==> src/rtl/pc_unit_if.sv <==
// Fetch-PC control/status bundle between branch/control logic and pc_unit.
// Exception signals exist only when PC_EXC_EN is defined.
interface pc_unit_if #(
  parameter int unsigned WIDTH     = 32,
  parameter int unsigned RAS_DEPTH = 4
);
  localparam int unsigned CNT_W = $clog2(RAS_DEPTH) + 1;

  logic             stall;
  logic             branch_taken;
  logic [WIDTH-1:0] branch_target;
  logic             jump;
  logic             call;
  logic [WIDTH-1:0] jump_target;
  logic             ret;
  logic [WIDTH-1:0] ret_fallback;
  logic [WIDTH-1:0] pc;
  logic [WIDTH-1:0] pc_plus_inc;
  logic             redirect;
  logic [CNT_W-1:0] ras_count;
  logic             ras_empty;
`ifdef PC_EXC_EN
  logic             exc_req;
  logic [WIDTH-1:0] exc_vector;
  logic [WIDTH-1:0] epc;
`endif

  modport master (
    output stall, branch_taken, branch_target, jump, call, jump_target,
           ret, ret_fallback,
`ifdef PC_EXC_EN
    output exc_req, exc_vector,
    input  epc,
`endif
    input  pc, pc_plus_inc, redirect, ras_count, ras_empty
  );

  modport slave (
    input  stall, branch_taken, branch_target, jump, call, jump_target,
           ret, ret_fallback,
`ifdef PC_EXC_EN
    input  exc_req, exc_vector,
    output epc,
`endif
    output pc, pc_plus_inc, redirect, ras_count, ras_empty
  );
endinterface

==> src/rtl/pc_unit.sv <==
// Fetch-stage program counter with branch/jump/call/return selection and a
// circular return-address stack. Define PC_EXC_EN to add exception redirect.
module pc_unit #(
  parameter int unsigned      WIDTH        = 32,
  parameter logic [WIDTH-1:0] RESET_VECTOR = '0,
  parameter int unsigned      INC          = 4,
  parameter int unsigned      ALIGN_BITS   = 2,
  parameter int unsigned      RAS_DEPTH    = 4
) (
  input logic       clk,
  input logic       rst,
  pc_unit_if.slave  bus
);
  localparam int unsigned PTR_W = $clog2(RAS_DEPTH);
  localparam int unsigned CNT_W = PTR_W + 1;

  function automatic logic [WIDTH-1:0] align_tgt(input logic [WIDTH-1:0] a);
    logic [WIDTH-1:0] m;
    m = '1;
    m = m << ALIGN_BITS;
    return a & m;
  endfunction

  logic [WIDTH-1:0] pc_p0;
  logic             redirect_p0;
  logic [PTR_W-1:0] tp_p0;
  logic [CNT_W-1:0] cnt_p0;
  logic [WIDTH-1:0] ras_mem [RAS_DEPTH];
`ifdef PC_EXC_EN
  logic [WIDTH-1:0] epc_p0;
`endif

  logic [WIDTH-1:0] pc_inc;
  logic [WIDTH-1:0] pc_nxt;
  logic             redir_nxt;
  logic             do_push;
  logic             do_pop;
  logic             do_exc;
  logic [PTR_W-1:0] tp_m1;

  assign pc_inc = pc_p0 + WIDTH'(INC);
  assign tp_m1  = tp_p0 - PTR_W'(1);

  // Next-PC select: exception > stall > branch > ret > jump/call > sequential
  always_comb begin
    pc_nxt    = pc_inc;
    redir_nxt = 1'b0;
    do_push   = 1'b0;
    do_pop    = 1'b0;
    do_exc    = 1'b0;
`ifdef PC_EXC_EN
    if (bus.exc_req) begin
      pc_nxt    = align_tgt(bus.exc_vector);
      redir_nxt = 1'b1;
      do_exc    = 1'b1;
    end else
`endif
    if (bus.stall) begin
      pc_nxt    = pc_p0;
      redir_nxt = redirect_p0;
    end else if (bus.branch_taken) begin
      pc_nxt    = align_tgt(bus.branch_target);
      redir_nxt = 1'b1;
    end else if (bus.ret) begin
      redir_nxt = 1'b1;
      if (cnt_p0 != '0) begin
        pc_nxt = align_tgt(ras_mem[tp_m1]);
        do_pop = 1'b1;
      end else begin
        pc_nxt = align_tgt(bus.ret_fallback);
      end
    end else if (bus.jump) begin
      pc_nxt    = align_tgt(bus.jump_target);
      redir_nxt = 1'b1;
      do_push   = bus.call;
    end
  end

  always_ff @(posedge clk) begin
    if (rst) begin
      pc_p0       <= RESET_VECTOR;
      redirect_p0 <= 1'b0;
      tp_p0       <= '0;
      cnt_p0      <= '0;
    end else begin
      pc_p0       <= pc_nxt;
      redirect_p0 <= redir_nxt;
      if (do_push) begin
        tp_p0 <= tp_p0 + PTR_W'(1);
        if (cnt_p0 != CNT_W'(RAS_DEPTH))
          cnt_p0 <= cnt_p0 + CNT_W'(1);
      end else if (do_pop) begin
        tp_p0  <= tp_m1;
        cnt_p0 <= cnt_p0 - CNT_W'(1);
      end
    end
  end

  // Stack contents are plain storage; overflow overwrites the oldest slot
  always_ff @(posedge clk) begin
    if (!rst && do_push)
      ras_mem[tp_p0] <= pc_inc;
  end

`ifdef PC_EXC_EN
  always_ff @(posedge clk) begin
    if (rst)
      epc_p0 <= '0;
    else if (do_exc)
      epc_p0 <= pc_p0;
  end
  assign bus.epc = epc_p0;
`else
  logic unused_exc;
  assign unused_exc = do_exc;
`endif

  assign bus.pc          = pc_p0;
  assign bus.pc_plus_inc = pc_inc;
  assign bus.redirect    = redirect_p0;
  assign bus.ras_count   = cnt_p0;
  assign bus.ras_empty   = (cnt_p0 == '0);
endmodule

==> src/flat_wrapper.sv <==
// flat-port wrapper written by rule: the top's interface ports become plain ports
module pc_unit_flat 
#(
  parameter int unsigned      WIDTH        = 32,
  parameter logic [WIDTH-1:0] RESET_VECTOR = '0,
  parameter int unsigned      INC          = 4,
  parameter int unsigned      ALIGN_BITS   = 2,
  parameter int unsigned      RAS_DEPTH    = 4
)
  (clk, rst, bus_stall, bus_branch_taken, bus_branch_target, bus_jump, bus_call, bus_jump_target, bus_ret, bus_ret_fallback, bus_pc, bus_pc_plus_inc, bus_redirect, bus_ras_count, bus_ras_empty);
  pc_unit_if #(.WIDTH(WIDTH), .RAS_DEPTH(RAS_DEPTH)) bus_i ();
  input logic clk;
  input logic rst;
  input wire logic [$bits(bus_i.stall)-1:0] bus_stall;
  input wire logic [$bits(bus_i.branch_taken)-1:0] bus_branch_taken;
  input wire logic [$bits(bus_i.branch_target)-1:0] bus_branch_target;
  input wire logic [$bits(bus_i.jump)-1:0] bus_jump;
  input wire logic [$bits(bus_i.call)-1:0] bus_call;
  input wire logic [$bits(bus_i.jump_target)-1:0] bus_jump_target;
  input wire logic [$bits(bus_i.ret)-1:0] bus_ret;
  input wire logic [$bits(bus_i.ret_fallback)-1:0] bus_ret_fallback;
  output wire logic [$bits(bus_i.pc)-1:0] bus_pc;
  output wire logic [$bits(bus_i.pc_plus_inc)-1:0] bus_pc_plus_inc;
  output wire logic [$bits(bus_i.redirect)-1:0] bus_redirect;
  output wire logic [$bits(bus_i.ras_count)-1:0] bus_ras_count;
  output wire logic [$bits(bus_i.ras_empty)-1:0] bus_ras_empty;
  assign bus_i.stall = bus_stall;
  assign bus_i.branch_taken = bus_branch_taken;
  assign bus_i.branch_target = bus_branch_target;
  assign bus_i.jump = bus_jump;
  assign bus_i.call = bus_call;
  assign bus_i.jump_target = bus_jump_target;
  assign bus_i.ret = bus_ret;
  assign bus_i.ret_fallback = bus_ret_fallback;
  assign bus_pc = bus_i.pc;
  assign bus_pc_plus_inc = bus_i.pc_plus_inc;
  assign bus_redirect = bus_i.redirect;
  assign bus_ras_count = bus_i.ras_count;
  assign bus_ras_empty = bus_i.ras_empty;
  pc_unit #(.WIDTH(WIDTH), .RESET_VECTOR(RESET_VECTOR), .INC(INC), .ALIGN_BITS(ALIGN_BITS), .RAS_DEPTH(RAS_DEPTH)) u_core (.clk(clk), .rst(rst), .bus(bus_i));
endmodule
==> config.mk <==
export PLATFORM = sky130hd
export DESIGN_NAME = pc_unit_flat
export DESIGN_NICKNAME = d
export VERILOG_FILES = /design/src/rtl/pc_unit_if.sv /design/src/rtl/pc_unit.sv /design/src/flat_wrapper.sv
export SDC_FILE = /design/constraint.sdc
export NUM_CORES = 1
export LEC_CHECK = 0
export CORE_ASPECT_RATIO = 0.7
export CORE_MARGIN = 2
export CORE_UTILIZATION = 54
export CTS_CLUSTER_SIZE = 30
export DETAILED_ROUTE_END_ITERATION = 6
export PLACE_DENSITY = 0.92
export SLEW_MARGIN = 20
export SYNTH_ARGS = -nofsm -noshare
export SYNTH_HDL_FRONTEND = slang
export SYNTH_SLANG_ARGS = --single-unit
==> constraint.sdc <==
create_clock -name clk -period 7.1 [get_ports clk]
set_input_delay 2.13 -clock clk [delete_from_list [all_inputs] [get_ports clk]]
set_output_delay 2.13 -clock clk [all_outputs]
set_load 0.01 [all_outputs]
## Yosys cells after proc, flatten, opt, wreduce, memory -nomap -nowiden

Memory sizes are Yosys's and may differ from the RTL's.
Index checks and enable logic that the tools add are counted.

| cells by class | value |
|---|---|
| reductions and logical operators | 6 |
| add/sub/neg operators | 5 |
| equality and inequality tests | 2 |
| mux-type cells | 22 |

Operator list:

| cell | count |
|---|---|
| 32-bit 2-to-1 mux | 4 |
| 32-bit by 3-bit adder with 32-bit output (second input constant) | 1 |
| 1-bit 2-to-1 mux | 13 |
| 3-bit 2-to-1 mux | 3 |
| 2-bit 2-to-1 mux | 2 |
| 3-bit by 1-bit adder with 3-bit output (second input constant) | 1 |
| 3-bit zero test | 1 |
| 3-bit != test (second input constant) | 1 |
| 3-bit nonzero test | 1 |
| 3-bit by 1-bit subtractor with 3-bit output (second input constant) | 1 |
| 2-bit by 1-bit adder with 2-bit output (second input constant) | 1 |
| 2-bit != test (second input constant) | 1 |
| 2-bit AND reduction | 1 |
| 2-bit nonzero test | 1 |
| 2-bit by 1-bit subtractor with 2-bit output (second input constant) | 1 |
| 1-bit logical AND | 1 |
| 1-bit zero test | 1 |

| storage, ports and cells | value |
|---|---|
| logic and storage cells | 40 |
| output and inout port bits | 69 |
| RAM bits | 128 |
| memories kept | 1 |
| input bits | 103 |
| register bits after elaboration | 38 |

Memories:

| name | depth | width | rd ports | clocked after memory_dff | write ports | line | source |
|---|---|---|---|---|---|---|---|
| u_core.ras_mem | 4 | 32 | 1 | 0 | 1 | pc_unit.sv:28 | `logic [WIDTH-1:0] ras_mem [RAS_DEPTH];` |

## Depth between registers and ports, before layout

Gate-level depths: netlist (run 1).

| depth | value |
|---|---|
| depth after elaboration | 7 |
| mapped depth | 10 |
| gate-level depth less buffers | 7 |

## Worst setup path after synthesis (run 1)

Ideal clock, no wire load.

| timing path | value |
|---|---|
| path type | input to register |
| start | input port bus_jump |
| end | memory u_core.ras_mem[0][10], enable pin |
| setup time | 390 ps |
| stages | 4 |
| path buffers | 1 |
| data required time | 6710 ps |
| path slack | 3173 ps |
| arrival | 3538 ps |
| cells stage by stage | nor2b_1 -> and3_1 -> buf_2 -> and3_1 |

| on the way | value |
|---|---|
| word-level cells in the longest chain between the ends | 7 |

Ends and longest elaborated chain:

| what | line | source |
|---|---|---|
| start: declaration | flat_wrapper.sv:17 | `input wire logic [$bits(bus_i.jump)-1:0] bus_jump;` |
| 1-bit 2-to-1 mux | pc_unit.sv:72 | `end else if (bus.jump) begin` |
| 1-bit 2-to-1 mux | pc_unit.sv:64 | `end else if (bus.ret) begin` |
| 1-bit 2-to-1 mux | pc_unit.sv:61 | `end else if (bus.branch_taken) begin` |
| 1-bit 2-to-1 mux | pc_unit.sv:58 | `if (bus.stall) begin` |
| 1-bit logical AND | pc_unit.sv:101 | `if (!rst && do_push)` |
| 1-bit 2-to-1 mux | pc_unit.sv:101 |  |
| 1-bit 2-to-1 mux (not written as such) | pc_unit.sv:102 | `ras_mem[tp_p0] <= pc_inc;` |
| end: declaration | pc_unit.sv:28 |  |

No other way between the ends.

## Worst setup path after layout (run 1)

| timing path | value |
|---|---|
| start | register u_core.pc_p0[2], in the netlist u_core.bus.pc[2] |
| end | output port bus_pc_plus_inc[17] |

| on the way | value |
|---|---|
| word-level cells in the longest chain between the ends | 1 |

Ends and longest elaborated chain:

| what | line | source |
|---|---|---|
| start: declaration | pc_unit.sv:24 | `logic [WIDTH-1:0] pc_p0;` |
| start signal: assignment | pc_unit.sv:86 | `pc_p0 <= pc_nxt;` |
| 32-bit by 3-bit adder with 32-bit output | pc_unit.sv:41 | `assign pc_inc = pc_p0 + WIDTH'(INC);` |
| end: declaration | flat_wrapper.sv:23 | `output wire logic [$bits(bus_i.pc_plus_inc)-1:0] bus_pc_plus_inc;` |

No other way between the ends.

==> reports/qor.yml, run 1 <==
clock_tree:
  cts_max_path_buffers: 2
  ctsHoldBuffers: 0
  path_clk_slew_ns: 0.06
  insertion_delay_ns: 0.43
  ctsResizeCount: 0
  cts.sinks: 156
  cts_root_buf: "clkbuf_16"
  cts_tree: "yes"
  h-tree-depth: 4
  numCtsBuffers: 17
  postCtsSetupRepairBufs: 0
critical_path:
  startpoint_type: "flip-flop"
  worst-path-max-fanout: 7
  cp.required_ns: 4.97
  critPathKind: "reg2out"
  r2r_start: "u_core.bus.pc[2]"
  endpoint_kind: "primary output"
  reg2regPathDepth: 5
  timing.rr.end: "u_core.bus.pc[17]"
  r2r_slack_ns: 4.24
  cp.arrival_ns: 3.64
synth:
  ys_warn_count: 0
  synth-adder-area-share_pct: 1.11
  synth-simple-area-share_pct: 13.6
  synth_top_family_by_area: "simple AND/OR/NAND/NOR gates"
  synth_compound_area_share_pct: 10.2
  synth_edf_count: 120
  syn_inst: 597
  synth-xor-area-share_pct: 3.17
  synth_seq_area_share_pct: 58.2
  synth-async-reset-ratio_pct: 0
  synthFlopType: "edfxtp_1"
  synth_area_sq_um: 7430
  muxShareOfSynthArea_pct: 10.2
  ys_seq_elements: 156
  avgSynthCellArea_sq_um: 12.4
  synth_cell_types: 54
global_route:
  grt_util_all_layers_pct: 33.1
  grt_first_pass_wirelength_mm: 35.5
  grt_pass1_vias: 6264
  overflow: 0
  grt_max_degree: 37
  antenna_found_initial: 0
detailed_routing:
  drt_iter0_markers: 919
  num_vias: 6402
  vias_per_cell: 6.77
  antenna_left: 0
  wl_per_cell_um: 25.4
  firstDrtPassIters: 6
  drc: 0
  drt-total-wl_mm: 24.0
place:
  place_hpwl_mm: 15.2
  port_buffers: 161
  dp.cells: 914
  place.gp.congestion: 0.914
timing:
  rsz0062_at_grt: "no"
  fin_crit_ns: 5.77
  whs_ns: 0.590
  tightest_slew_ns: 1.00
  hold_viol: 0
  maxSlewViolCount: 0
  finalCritPeriodShare_pct: 81.3
  timing.fmax_mhz: 173
  finalSetupViolCount: 0
  slew_headroom_pct: 32.9
  setup_tns_ns: 0
  skew_ns: 0.0106
pwr:
  ir_drop_mv: 0.217
  p_per_area_nw_per_um2: 226
  leakage_nw: 3.29
floorplan:
  core_sq_um: 13300
  pin_count: 172
  fp.dieW_um: 144
  die_h_um: 102
  die-area_sq_um: 14700
  initial_core_util_pct: 55.8
  core.rowCount: 35
finish:
  n_fill_cell: 802
  antenna_cells: 0
  drive_above_1_share_pct: 12.0
  final_cell_mix: "161 x clkdlybuf4s50_1, 120 x edfxtp_1, 59 x nand2_1"
  final_cells: 946
  syn_to_final_growth_pct: 31.0
  final_common_cell: "clkdlybuf4s50_1"
  fin_nets: 857
status:
  status: "complete, no violations"
hold_path:
  min_from: "u_core.bus.ras_count[1]"
  hp-class: "reg2reg"
  worstHoldPathCells: 2
  whs_endpoint: "u_core.bus.ras_count[1]"
run:
  maxCapViolations: 0
-- per-layer routing --
metal	share of wire [%]	vias up	track usage [%]	routed length (um)
li1	-	2603	-	-
met1	36	3077	43.9	8610
met2	46	603	51.5	11000
met3	14	119	9.56	3320
met4	4.4	0	15.5	1070
met5	0	-	0	0
-- critical path, stage by stage (launching register included) --
cell,delay [ns]
dfxtp_1,0.48
nand4_1,0.44
nor4_2,0.86
nand4_1,0.26
xnor2_1,0.52
clkdlybuf4s50_1,0.65
-- power by group --
part	leakage [nW]	internal (mW)	switching (mW)
clock	0.251	0.515	0.362
sequential	1.40	1.01	0.0316
combinational	1.65	0.146	0.138
total	3.29	1.67	0.532
-- how the worst max path moves through the flow --
stage | from | to | cells after the start
after floorplan | bus_jump | u_core.ras_mem[0][10] | 4
after global placement | bus_jump | u_core.ras_mem[3][15] | 7
after detailed placement | bus_jump | u_core.ras_mem[1][24] | 7
after CTS | u_core.bus.pc[2] | bus_pc_plus_inc[17] | 5
after global routing | u_core.bus.pc[2] | bus_pc_plus_inc[17] | 5
final | u_core.bus.pc[2] | bus_pc_plus_inc[17] | 5
-- flip-flops by register name (all words and copies together), names as in the netlist --
register              count
u_core.bus.pc            30
u_core.bus.ras_count      3
u_core.bus.redirect       1
u_core.ras_mem          120
u_core.tp_p0              2
-- area by class of cell --
type | count | area [sq um] | area share [%]
Sequential cell | 156 | 4330 | 44.5
Multi-Input combinational cell | 385 | 2860 | 29.4
Timing Repair Buffer | 172 | 1690 | 17.4
Clock buffer | 21 | 440 | 4.53
Tap cell | 185 | 231 | 2.38
Clock inverter | 11 | 121 | 1.25
Inverter | 16 | 60.1 | 0.617
-- synthesized netlist by cell type (2+ instances only) --
cell type / instances / area share, %
o221ai_1: 8 / 0.94
or2_2: 6 / 0.51
buf_2: 12 / 0.81
nand2b_1: 4 / 0.34
a2111oi_0: 5 / 0.59
a31oi_1: 3 / 0.25
nor4_2: 2 / 0.34
edfxtp_1: 120 / 49
nor3_1: 13 / 0.88
a31o_2: 5 / 0.59
nand2_1: 59 / 3.0
nand3_1: 36 / 2.4
o21ai_0: 9 / 0.61
xor2_1: 6 / 0.71
and2_0: 2 / 0.17
a211oi_1: 8 / 0.81
o22ai_1: 22 / 1.9
xnor2_1: 19 / 2.2
and3_1: 16 / 1.3
and4_1: 3 / 0.35
inv_1: 15 / 0.76
a21oi_1: 39 / 2.6
o211ai_1: 3 / 0.30
buf_4: 6 / 0.61
or4_4: 2 / 0.30
nand4_1: 7 / 0.59
o31a_1: 2 / 0.24
mux2i_1: 8 / 1.1
ha_1: 5 / 0.84
or3_1: 2 / 0.17
clkbuf_1: 23 / 1.2
nor2_1: 28 / 1.4
dfxtp_1: 36 / 9.7
a22o_1: 6 / 0.71
a32o_1: 2 / 0.27
nor4_1: 8 / 0.67
mux4_2: 30 / 9.1
-- metrics by stage --
| step | setup WS (ns) | instance area, sq um | utilization (%) | total power, mW |
|---|---|---|---|---|
| detailed placement | 1.84 | 9170 | 68.9 | 1.33 |
| floorplan | 3.17 | 7440 | - | 1.17 |
| CTS | 1.41 | 9730 | 73.1 | 2.19 |
| global placement | 1.95 | 9170 | 68.9 | 1.32 |
| global route | 1.28 | 9730 | 73.1 | 2.24 |
| finish | 1.33 | 9730 | 73.1 | 2.20 |
-- kinds of logic after synthesis --
| kind of cell | count (synthesis) |
|---|---|
| and+or+nand+nor | 195 |
| DFF | 156 |
| AOI/OAI and AO/OA | 116 |
| buffers and inverters | 59 |
| muxes | 38 |
| xor gates and xnor gates | 26 |
| adders and majority gates | 6 |
| other | 1 |
(Power assumes the default switching activity.)
==> run 2, diff against run 1 <==
CORE_UTILIZATION = 50   (was 54)
PLACE_DENSITY = 0.87   (was 0.92)
clock period = 5.95 ns   (was 7.1 ns; I/O delays follow)
==> run 2 against run 1 <==
Against the previous run: worst hold slack worse by 0.0017 ns; die area up 7.7%; clock power up 21%; combinational power up 19%; final cell count up 1.5%; register-to-register slack worse by 1.0 ns; cell area up 0.82%; critical endpoint is now bus_pc_plus_inc[27]; utilization down 6.0 points; first-iteration DRC count down 26%; largest cell class unchanged; critical path depth unchanged; flip-flop and latch count unchanged; clock skew up 0.0011 ns.
==> reports/qor.yml, run 2 (synthesis results as in run 1) <==
status:
  status: "complete, no violations"
finish:
  largest_register_ffs: 120  # unchanged
  final_common_cell: "clkdlybuf4s50_1"
  final_cells: 960  # +1.5%
  seq_area_sq_um: 4330  # unchanged
  syn_to_final_growth_pct: 32.0
  top_register: "u_core.ras_mem"
  fin_nets: 861  # +0.47%
  design_area_sq_um: 9810  # +0.82%
  drive_above_1_share_pct: 12.5  # +0.59 points
  antenna_cells: 0  # unchanged
  final_cell_mix: "161 x clkdlybuf4s50_1, 120 x edfxtp_1, 59 x nand2_1"
  fin_util_pct: 67.0  # -6.0 points
  multi_input_area_sq_um: 2860  # unchanged
  n_fill_cell: 993  # +24%
global_route:
  grt_max_degree: 36  # -2.7%
  grt_util_all_layers_pct: 29.5  # -3.7 points
  overflow: 0  # unchanged
  grt_first_pass_wirelength_mm: 35.0  # -1.6%
  antenna_found_initial: 0  # unchanged
  grt_pass1_vias: 6237  # -0.43%
detailed_routing:
  wl_per_cell_um: 23.5  # -7.6%
  drt-total-wl_mm: 22.5  # -6.2%
  antenna_left: 0  # unchanged
  num_vias: 6113  # -4.5%
  firstDrtPassIters: 7  # +1
  drt_iter0_markers: 679  # -26%
  drc: 0  # unchanged
  vias_per_cell: 6.37  # -5.9%
pwr:
  power_frac_clock_pct: 40.2  # +0.3 points
  leakage_nw: 3.34  # +1.4%
  ir_drop_mv: 0.205  # -5.7%
  internal_power_mw: 2.00  # +20%
  seq_power_share_pct: 47.0  # -0.2 points
  switching_power_mw: 0.633  # +19%
  combPwrFrac_pct: 12.8  # about the same
  switching_share_pct: 24.1  # -0.11 points
  p_per_area_nw_per_um2: 268  # +19%
  total_power_mw: 2.63  # +20%
critical_path:
  cp.arrival_ns: 3.53  # -0.11 ns
  startpoint_type: "flip-flop"
  critPathKind: "reg2out"
  r2r_slack_ns: 3.22  # -1.02 ns
  worst-path-max-fanout: 7  # unchanged
  endpoint_kind: "primary output"
  reg2regPathDepth: 4  # -1
  timing.rr.end: "u_core.ras_mem[3][27]"
  r2r_start: "u_core.bus.pc[4]"
  cp.required_ns: 4.16  # -0.81 ns
place:
  place_area_sq_um: 9230  # +0.74%
  place_hpwl_mm: 14.9  # -2.1%
  dp.cells: 928  # +1.5%
  place.gp.congestion: 0.840  # -8.1%
  port_buffers: 161  # unchanged
  place_ws_ns: 1.30  # -0.541 ns
timing:
  setup_tns_ns: 0  # unchanged
  rsz0062_at_grt: "no"
  whs_ns: 0.588  # -0.00172 ns
  maxSlewViolCount: 0  # unchanged
  tightest_slew_ns: 0.980  # -0.0221 ns
  finalCritPeriodShare_pct: 89.3
  timing.final.ws_setup_ns: 0.634  # -0.695 ns
  timing.fmax_mhz: 188
  hold_viol: 0  # unchanged
  skew_ns: 0.0117  # +0.00109 ns
  finalSetupViolCount: 0  # unchanged
  fin_crit_ns: 5.32
  slew_headroom_pct: 34.4  # +1.5 points
clock_tree:
  cts_root_buf: "clkbuf_16"
  cts_tree: "yes"
  ctsResizeCount: 0  # unchanged
  path_clk_slew_ns: 0.06  # about the same
  ctsHoldBuffers: 0  # unchanged
  cts_max_path_buffers: 2  # unchanged
  numCtsBuffers: 17  # unchanged
  insertion_delay_ns: 0.42  # about the same
  cts.sinks: 156  # unchanged
  h-tree-depth: 4  # unchanged
  postCtsSetupRepairBufs: 0  # unchanged
hold_path:
  hp-class: "reg2reg"
  worstHoldPathCells: 2  # unchanged
  min_from: "u_core.bus.ras_count[1]"
  whs_endpoint: "u_core.bus.ras_count[1]"
run:
  maxCapViolations: 0  # unchanged
floorplan:
  core.rowCount: 37  # +5.7%
  die_h_um: 106  # +3.8%
  pin_count: 172  # unchanged
  die-area_sq_um: 15900  # +7.7%
  core_sq_um: 14600  # +9.9%
  fp.dieW_um: 150  # +3.8%
  initial_core_util_pct: 50.8  # -5.0 points
## run 2: cell count changes in the layout (fill, tap and decap cells not counted)
cell        delta
buf_12         +2
buf_4          +2
clkbuf_1       -2
clkinv_2       +1
clkinvlp_4     -3
inv_1          +1
inv_2          -1
inv_6          +3
inv_8          +1
## run 2: worst max-delay path by stage
stage	to	start	slack [ns]
floorplan	u_core.ras_mem[0][10]	bus_jump	2.37
global placement	bus_pc_plus_inc[31]	u_core.bus.pc[4]	1.36
detailed placement	bus_pc_plus_inc[17]	u_core.bus.pc[4]	1.30
CTS	bus_pc_plus_inc[27]	u_core.bus.pc[4]	0.67
global route	bus_pc_plus_inc[27]	u_core.bus.pc[2]	0.36
finish	bus_pc_plus_inc[27]	u_core.bus.pc[4]	0.63
## run 2: area by class of cell
class,count,area share [%]
sequential,156,44.1
multi-input combinational,385,29.1
timing repair buffer,176,17.8
clock buffer,19,4.41
tap,195,2.49
clock inverter,13,1.44
inverter,16,0.612
## run 2: critical path, stage by stage, from the launching register on
cell             delay (ns)
dfxtp_1                0.46
nand4_1                0.44
nor4_2                 0.78
nand4_1                0.23
xnor2_1                0.54
clkdlybuf4s50_1        0.66
## run 2: metal layers
metal / up-vias / wire (um) / part of all wire [%] / global-route usage, %
met3: 58 / 3030 / 13 / 8.88
met4: 0 / 545 / 2.4 / 11.7
met1: 2968 / 8630 / 38 / 40.1
li1: 2607 / - / - / -
met2: 480 / 10300 / 46 / 44.6
met5: - / 0 / 0 / 0
## run 2: power by group through the flow
stage | combinational [mW] | sequential [mW] | clock, mW
floorplan | 0.140 | 1.26 | 0
global placement | 0.321 | 1.25 | 0
detailed placement | 0.331 | 1.26 | 0
CTS | 0.334 | 1.23 | 1.06
global route | 0.361 | 1.24 | 1.10
finish | 0.338 | 1.24 | 1.06
==> run 3, diff against run 2 <==
CORE_UTILIZATION = 35   (was 50)
PLACE_DENSITY = 0.66   (was 0.87)
SLEW_MARGIN = not set   (was 20)
==> run 3 against run 2 <==
Against the previous run: clock power down 5%; global-route usage down 8.7 points; setup slack better by 0.22 ns; utilization down 19 points; worst hold slack worse by 0.055 ns; total power down 1.7%; largest power group unchanged; critical endpoint is now bus_pc_plus_inc[18]; combinational power about the same; first-iteration DRC count down 10%.
==> reports/qor.yml, run 3 (synthesis results as in run 1) <==
status:
  status: "complete, no violations"
timing:
  finalCritPeriodShare_pct: 85.7  # -3.7 points
  maxSlewViolCount: 0  # unchanged
  setup_tns_ns: 0  # unchanged
  slew_headroom_pct: 28.0  # -6.4 points
  fin_crit_ns: 5.10  # -0.218 ns
  tightest_slew_ns: 1.08  # +0.0956 ns
  timing.fmax_mhz: 196  # +4.3%
  finalSetupViolCount: 0  # unchanged
  rsz0062_at_grt: "no"
  skew_ns: 0.0106  # -0.00101 ns
  hold_viol: 0  # unchanged
critical_path:
  cp.arrival_ns: 3.31  # -0.22 ns
  r2r_slack_ns: 2.58  # -0.64 ns
  worst-path-max-fanout: 8  # +1
  reg2regPathDepth: 9  # +5
  cp.required_ns: 4.16  # about the same
  r2r_start: "u_core.tp_p0[0]"
  timing.rr.end: "u_core.bus.pc[16]"
  startpoint_type: "flip-flop"
  endpoint_kind: "primary output"
  critPathKind: "reg2out"
finish:
  final_cells: 1045  # +8.9%
  syn_to_final_growth_pct: 33.4
  antenna_cells: 0  # unchanged
  top_register: "u_core.ras_mem"
  fin_nets: 865  # +0.46%
  seq_area_sq_um: 4330  # unchanged
  multi_input_area_sq_um: 2860  # unchanged
  n_fill_cell: 1850  # +86%
  drive_above_1_share_pct: 13.0  # +0.45 points
  final_common_cell: "clkdlybuf4s50_1"
  final_cell_mix: "161 x clkdlybuf4s50_1, 120 x edfxtp_1, 59 x nand2_1"
  fin_util_pct: 47.7  # -19 points
  largest_register_ffs: 120  # unchanged
floorplan:
  die-area_sq_um: 22400  # +41%
  core_sq_um: 20800  # +42%
  pin_count: 172  # unchanged
  fp.dieW_um: 178  # +19%
  initial_core_util_pct: 35.8  # -15 points
  die_h_um: 126  # +19%
  core.rowCount: 44  # +19%
global_route:
  overflow: 0  # unchanged
  grt_pass1_vias: 5611  # -10%
  antenna_found_initial: 0  # unchanged
  grt_first_pass_wirelength_mm: 34.3  # -2.0%
  grt_max_degree: 36  # unchanged
  grt_util_all_layers_pct: 20.8  # -8.7 points
pwr:
  total_power_mw: 2.59  # -1.7%
  internal_power_mw: 1.96  # -1.8%
  switching_power_mw: 0.626  # -1.1%
  seq_power_share_pct: 47.7  # +0.7 points
  combPwrFrac_pct: 13.1  # +0.3 points
  leakage_nw: 3.35  # +0.26%
  p_per_area_nw_per_um2: 261  # -2.7%
  ir_drop_mv: 0.192  # -6.1%
  power_frac_clock_pct: 39.2  # -1.0 points
  switching_share_pct: 24.2  # +0.14 points
detailed_routing:
  drt_iter0_markers: 609  # -10%
  antenna_left: 0  # unchanged
  drc: 0  # unchanged
  drt-total-wl_mm: 22.9  # +1.8%
  vias_per_cell: 5.55  # -13%
  num_vias: 5797  # -5.2%
  wl_per_cell_um: 21.9  # -6.5%
  firstDrtPassIters: 5  # -2
clock_tree:
  ctsHoldBuffers: 0  # unchanged
  path_clk_slew_ns: 0.06  # about the same
  ctsResizeCount: 0  # unchanged
  h-tree-depth: 4  # unchanged
  cts.sinks: 156  # unchanged
  numCtsBuffers: 17  # unchanged
  insertion_delay_ns: 0.42  # about the same
  cts_tree: "yes"
  postCtsSetupRepairBufs: 0  # unchanged
  cts_max_path_buffers: 2  # unchanged
  cts_root_buf: "clkbuf_16"
place:
  place.gp.congestion: 0.830  # -1.2%
  dp.cells: 1013  # +9.2%
  place_hpwl_mm: 15.5  # +4.2%
  port_buffers: 161  # unchanged
hold_path:
  hp-class: "reg2reg"
  whs_endpoint: "u_core.bus.redirect"
  worstHoldPathCells: 2  # unchanged
  min_from: "u_core.bus.redirect"
run:
  maxCapViolations: 0  # unchanged
## run 3: power by group through the flow
stage / sequential, mW / combinational [mW] / clock (mW)
after global placement: 1.26 / 0.334 / 0
after detailed placement: 1.26 / 0.337 / 0
after floorplan: 1.26 / 0.140 / 0
after CTS: 1.23 / 0.339 / 1.03
final: 1.23 / 0.339 / 1.01
after global routing: 1.24 / 0.365 / 1.07
## run 3: worst max path at each step
stage	cells after the start	from	to	slack (ns)
2_1_floorplan	4	bus_jump	u_core.ras_mem[0][10]	2.37
3_3_place_gp	6	u_core.bus.pc[2]	bus_pc_plus_inc[16]	1.34
3_5_place_dp	6	u_core.bus.pc[2]	bus_pc_plus_inc[18]	1.27
4_1_cts	6	u_core.bus.pc[2]	bus_pc_plus_inc[18]	0.81
5_1_grt	6	u_core.bus.pc[2]	bus_pc_plus_inc[18]	0.57
6_report	6	u_core.bus.pc[2]	bus_pc_plus_inc[18]	0.85
## run 3: stage by stage
stage	worst slack [ns]	cell area, sq um	hold WS (ns)
floorplan	2.37	7440	0.543
global placement	1.34	9370	0.533
detailed placement	1.27	9370	0.514
CTS	0.813	9910	0.532
global route	0.569	9910	0.576
finish	0.852	9910	0.533
## run 3: routing by layer
metal	GRT usage, %	part of all wire (%)	vias up
met5	0	0	-
met4	4.63	1.5	0
met3	5.22	9.2	31
met2	30.4	43	296
met1	31.1	46	2847
li1	-	-	2623
## run 3: cell type report
cell class | instances | share of cell area [%]
flip-flops and latches | 156 | 43.6
multi-input cells | 385 | 28.8
repair buffers | 180 | 18.0
clock buffers | 21 | 4.55
well taps | 276 | 3.48
clock inverters | 11 | 0.947
inverters | 16 | 0.606
## run 3: worst max-delay path, cell delays in order, from the launching register on
cell,delay (ns)
dfxtp_1,0.47
ha_1,0.25
nand3_1,0.25
nor4_4,0.53
nand2_1,0.14
xnor2_1,0.57
clkdlybuf4s50_1,0.67
